[src/rtl/pipeline_hazard_ctrl.sv]
// Hazard/flush controller for a 5-stage pipeline: redirect flush, load-use and MDU stalls, perf counters.
// Latency: control outputs are combinational from inputs and registered state; counters update next cycle.
// Backpressure: stalls freeze PC/IF/ID (and ID/EX for MDU); a redirect flushes and holds IF/ID for FLUSH_HOLD cycles.
module pipeline_hazard_ctrl #(
  parameter int NUM_FLUSH  = 2,
  parameter int FLUSH_HOLD = 1,
  parameter int REG_ADDR_W = 5,
  parameter int CNT_W      = 32
) (
  input  logic                  clk_i,
  input  logic                  rst_i,
  input  logic                  branch_taken_i,
  input  logic [REG_ADDR_W-1:0] id_rs1_i,
  input  logic [REG_ADDR_W-1:0] id_rs2_i,
  input  logic                  id_rs1_used_i,
  input  logic                  id_rs2_used_i,
  input  logic [REG_ADDR_W-1:0] ex_rd_i,
  input  logic                  ex_mem_read_i,
  input  logic                  mdu_busy_i,
  output logic                  pc_en_o,
  output logic                  ifid_en_o,
  output logic                  idex_en_o,
  output logic [NUM_FLUSH-1:0]  flush_vec_o,
  output logic                  stall_o,
  output logic [CNT_W-1:0]      redirect_cnt_o,
  output logic [CNT_W-1:0]      stall_cnt_o
);

  localparam int HL_W = $clog2(FLUSH_HOLD + 1);
  localparam logic [HL_W-1:0]      HOLD_RELOAD = HL_W'(FLUSH_HOLD - 1);
  localparam logic [NUM_FLUSH-1:0] FLUSH_IFID  = NUM_FLUSH'(1);
  localparam logic [NUM_FLUSH-1:0] FLUSH_IDEX  = NUM_FLUSH'(2);

  typedef enum logic [0:0] {
    S_RUN  = 1'b0,
    S_HOLD = 1'b1
  } state_t;

  state_t          state_q, state_d;
  logic [HL_W-1:0] hold_left_q, hold_left_d;
  logic [CNT_W-1:0] redirect_cnt_q, stall_cnt_q;
  logic            redirect_inc, stall_inc;
  logic            load_use;

  // Load-use: the EX load writes a register the ID instruction actually reads (x0 never hazards).
  always_comb begin
    load_use = ex_mem_read_i && (ex_rd_i != '0) &&
               ((id_rs1_used_i && (id_rs1_i == ex_rd_i)) ||
                (id_rs2_used_i && (id_rs2_i == ex_rd_i)));
  end

  // State register: RUN/HOLD and the remaining IF/ID flush cycles.
  always_ff @(posedge clk_i) begin
    if (rst_i) begin
      state_q     <= S_RUN;
      hold_left_q <= '0;
    end else begin
      state_q     <= state_d;
      hold_left_q <= hold_left_d;
    end
  end

  // Priority decision: reset > redirect > hold > MDU > load-use > normal flow.
  always_comb begin
    state_d      = state_q;
    hold_left_d  = hold_left_q;
    pc_en_o      = 1'b1;
    ifid_en_o    = 1'b1;
    idex_en_o    = 1'b1;
    flush_vec_o  = '0;
    stall_o      = 1'b0;
    redirect_inc = 1'b0;
    stall_inc    = 1'b0;

    if (rst_i) begin
      flush_vec_o = '1;
      pc_en_o     = 1'b0;
      ifid_en_o   = 1'b0;
      idex_en_o   = 1'b0;
      state_d     = S_RUN;
      hold_left_d = '0;
    end else if (branch_taken_i) begin
      // A redirect in HOLD simply restarts the hold window.
      flush_vec_o  = '1;
      redirect_inc = 1'b1;
      if (FLUSH_HOLD > 1) begin
        state_d     = S_HOLD;
        hold_left_d = HOLD_RELOAD;
      end else begin
        state_d     = S_RUN;
        hold_left_d = '0;
      end
    end else if (state_q == S_HOLD) begin
      // ID holds a bubble here, so hazards are irrelevant; only IF/ID stays cleared.
      flush_vec_o = FLUSH_IFID;
      hold_left_d = hold_left_q - HL_W'(1);
      if (hold_left_q <= HL_W'(1)) begin
        state_d = S_RUN;
      end
    end else if (mdu_busy_i) begin
      pc_en_o   = 1'b0;
      ifid_en_o = 1'b0;
      idex_en_o = 1'b0;
      stall_o   = 1'b1;
      stall_inc = 1'b1;
    end else if (load_use) begin
      // Freeze the front end and push a bubble into ID/EX.
      pc_en_o     = 1'b0;
      ifid_en_o   = 1'b0;
      flush_vec_o = FLUSH_IDEX;
      stall_o     = 1'b1;
      stall_inc   = 1'b1;
    end
  end

  // Saturating redirect and stall counters.
  always_ff @(posedge clk_i) begin
    if (rst_i) begin
      redirect_cnt_q <= '0;
      stall_cnt_q    <= '0;
    end else begin
      if (redirect_inc && (redirect_cnt_q != '1)) begin
        redirect_cnt_q <= redirect_cnt_q + CNT_W'(1);
      end
      if (stall_inc && (stall_cnt_q != '1)) begin
        stall_cnt_q <= stall_cnt_q + CNT_W'(1);
      end
    end
  end

  assign redirect_cnt_o = redirect_cnt_q;
  assign stall_cnt_o    = stall_cnt_q;

endmodule

[config.mk]
export PLATFORM = sky130hd
export DESIGN_NAME = pipeline_hazard_ctrl
export DESIGN_NICKNAME = d
export VERILOG_FILES = /design/src/rtl/pipeline_hazard_ctrl.sv
export SDC_FILE = /design/constraint.sdc
export NUM_CORES = 1
export LEC_CHECK = 0
export BUFFER_PORTS_ARGS = -buffer_cell sky130_fd_sc_hd__buf_2
export CORE_MARGIN = 5
export CORE_UTILIZATION = 30
export DETAILED_ROUTE_END_ITERATION = 12
export SLEW_MARGIN = 20
export SYNTH_ARGS = -nofsm -noshare
export SYNTH_HDL_FRONTEND = slang
export SYNTH_SLANG_ARGS = --single-unit
[constraint.sdc]
create_clock -name clk_i -period 2.3 [get_ports clk_i]
set_input_delay 0.115 -clock clk_i [delete_from_list [all_inputs] [get_ports clk_i]]
set_output_delay 0.115 -clock clk_i [all_outputs]
set_load 0.1 [all_outputs]
==> impl_metrics.csv <==
group,metric,value,unit
outcome,status,"complete, no violations",
grt,grt_overflow,0,
die,placement_rows,39,
timing,finalCritPeriodShare,0.905,
timing,drv_slew,0,
clock_tree,h-tree-depth,3,
routing,drcViolationCount,0,
grt,grt_start_max_net_pins,51,
timing,clock_skew,0.00518,ns
clock_tree,postCtsSetupBuffers,0,
clock_tree,clock_path_buffers,2,
clock_tree,cts_inserted_buffers,9,
synthesis,syn_area,0.00343,mm²
die,coreArea,0.0113,mm²
routing,routed_wl,9.97,mm
critical_path,startpoint,"stall_cnt_o[0]",
pwr,p_sw_frac,0.253,
grt,grt_pass1_vias,3325,
synthesis,synthTopCellsByArea,"dfxtp_1, xnor2_1, xor2_1, nor2_1, nand4_1",
die,die_width,117,µm
grt,grt_pass1_wl,16.0,mm
layout,fin_area,0.00448,mm²
worst_hold_path,hold_path.class,"in2reg",
layout,num_antenna_cells,0,
critical_path,crit_top_cell,"nand3_1",
grt,grtUsageMet1,0.174,
critical_path,critPathMaxFanout,5,
grt,antenna_found_initial,0,
timing,fmax,481,MHz
grt,met2_usage,0.256,
routing,vias_per_cell,5.21,
grt,top_usage_layer,"met2",
placed_design,gp_congestion,0.818,
clock_tree,cts_tree,"built",
timing,layout_setup_ws,0.219,ns
synthesis,synth_cells,419,
synthesis,synthArstFlopShare,0,
pwr,power_frac_clock,0.488,
synthesis,yosys_register_bits,64,
pwr,power_density,596,mW/mm²
synthesis,synth.avg_cell_area,8.19,µm²
layout,final_cell_mix,"buf_2, nor2_1, dfxtp_2, nand3_1, nand4_1",
timing,rsz0062_at_grt,"false",
critical_path,arrival,2.29,ns
synthesis,synth-edff-count,0,
die,die_h,117,µm
pwr,power.leakage,1.73,nW
timing,finalHoldViolCount,0,
layout,regArea,0.00137,mm²
synthesis,ys_seq_area_frac,0.373,
critical_path,path_class,"reg2reg",
synthesis,yosys_most_used_dff,"dfxtp_1",
critical_path,crit_required,2.51,ns
timing,slew_headroom,0.612,
clock_tree,cts.sinks,64,
worst_hold_path,holdCritStartpoint,"rst_i",
layout,multi_input_area,0.00208,mm²
layout,drive_gt1_frac,0.361,
critical_path,r2r-start,"stall_cnt_o[0]",
routing,drt_pass1_iterations,5,
critical_path,cpPeakStageDelay,0.41,ns
synthesis,yosysUniqueCellTypes,43,
routing,avgRoutedWirePerCell,15.1,µm
layout,area_delta_synth_final,30.5,%
timing,finalSetupViolCount,0,
placed_design,numPortBuffers,91,
synthesis,ys.warnings.count,0,
pwr,power_switching,0.675,mW
routing,ant_nets,0,
synthesis,synth_fp_nets,443,
clock_tree,clkLatencyLatePin,0.33,ns
timing,tightest_slew,0.578,ns
grt,grt_usage,0.148,
clock_tree,ctsHoldBuffers,0,
clock_tree,path_clk_slew,0.05,ns
die,ios,92,
critical_path,cp-start-kind,"flop",
clock_tree,cts-root-buf,"clkbuf_16",
run,drv_cap,0,
layout,final_common_cell,"buf_2",
timing,period_minus_slack,2.08,ns
placed_design,place_area,0.00420,mm²
layout,final_net_count,538,
grt,grt_use_met3,0.0463,
critical_path,crit_path_end_kind,"flop",
pwr,pwr-share-comb,0.092,
synthesis,yosys.area.top_type,"dfxtp_1",
critical_path,critPathSlowestCell,"nor4_2",
clock_tree,post_cts_resized,0,
placed_design,pre_cts_slack,0.231,ns
pwr,internal_power,1.99,mW
critical_path,path_cells,"ha_1, nand4_1, nor4_2, nand3_1, nand3_1, nor4_1, mux2_1",
layout,nFillCells,1181,
timing,tns,0,ns
pwr,ir_drop,0.390,mV
routing,detail_route.iter0.violations,244,
pwr,pwr-share-seq,0.420,
synthesis,yosys.area.top_type_share,0.373,
die,initial_utilization,0.303,
die,dieArea,0.0137,mm²
placed_design,dp_hpwl,7.47,mm
routing,via_count,3441,
==> metrics by stage <==
stage	util	instances	hold slack, ns	power (mW)
2_1_floorplan	-	419	0.323	1.32
3_3_place_gp	0.371	646	0.458	1.39
3_5_place_dp	0.371	646	0.468	1.39
4_1_cts	0.396	661	0.188	2.71
5_1_grt	0.396	661	0.203	2.77
6_report	0.396	661	0.192	2.67
==> layout make-up <==
cell class / count / area share
multi-input combinational: 333 / 0.464
clock inverter: 2 / 0.00279
tap: 143 / 0.0399
sequential: 64 / 0.305
inverter: 7 / 0.00586
clock buffer: 13 / 0.0606
timing repair buffer: 99 / 0.122
==> worst max-delay path: cells and delay by family, from the launching register on <==
kind / cells / cell delay (ns)
and+or+nand+nor: 5 / 1.06
DFF: 1 / 0.36
adders and majority gates: 1 / 0.23
muxes: 1 / 0.31
==> cells by family after synthesis <==
family | synth area share
DFF | 0.373
xor gates and xnor gates | 0.156
buffers and inverters | 0.0259
adders and majority gates | 0.00729
and+or+nand+nor | 0.361
muxes | 0.00984
AOI/OAI and AO/OA | 0.0674
==> power by group through the flow <==
stage	sequential [mW]	combinational (mW)	clock [mW]
after floorplan	1.19	0.129	0
after global placement	1.14	0.244	0
after detailed placement	1.15	0.248	0
after CTS	1.12	0.248	1.34
after global routing	1.12	0.262	1.38
final	1.12	0.246	1.30
==> registers in the layout (all words and copies together) (netlist names) <==
signal / flops
redirect_cnt_o: 32
stall_cnt_o: 32
==> synth_stat cells, types with 2 or more instances <==
library cell,instances
nor2_1,65
dfxtp_1,64
nand3_1,35
nand4_1,34
xnor2_1,31
xor2_1,30
nand2_1,23
nor3_1,17
a21oi_1,12
and4_1,12
clkbuf_1,12
or3_1,9
and3_1,8
nor4_1,8
inv_1,7
and2_1,6
o21ai_0,5
a211oi_1,3
mux2_1,3
nor2b_1,3
nor4_2,3
buf_2,2
ha_1,2
nor3b_1,2
o21ai_1,2
o31a_1,2
o41ai_1,2
or4b_1,2
==> routing by layer <==
layer,vias to the layer above,share of wire
met2,98,0.49
met4,0,0.017
met1,1626,0.43
li1,1701,-
met3,16,0.063
met5,-,0
==> path summary, 6_finish.rpt <==
path	cells after the start	slack, ns	end
max reg2reg	7	0.22	stall_cnt_o[17]
max	7	0.22	stall_cnt_o[17]
min reg2reg	2	0.47	redirect_cnt_o[1]
min	2	0.19	redirect_cnt_o[16]
No activity file was read; power rests on OpenSTA's default activity.
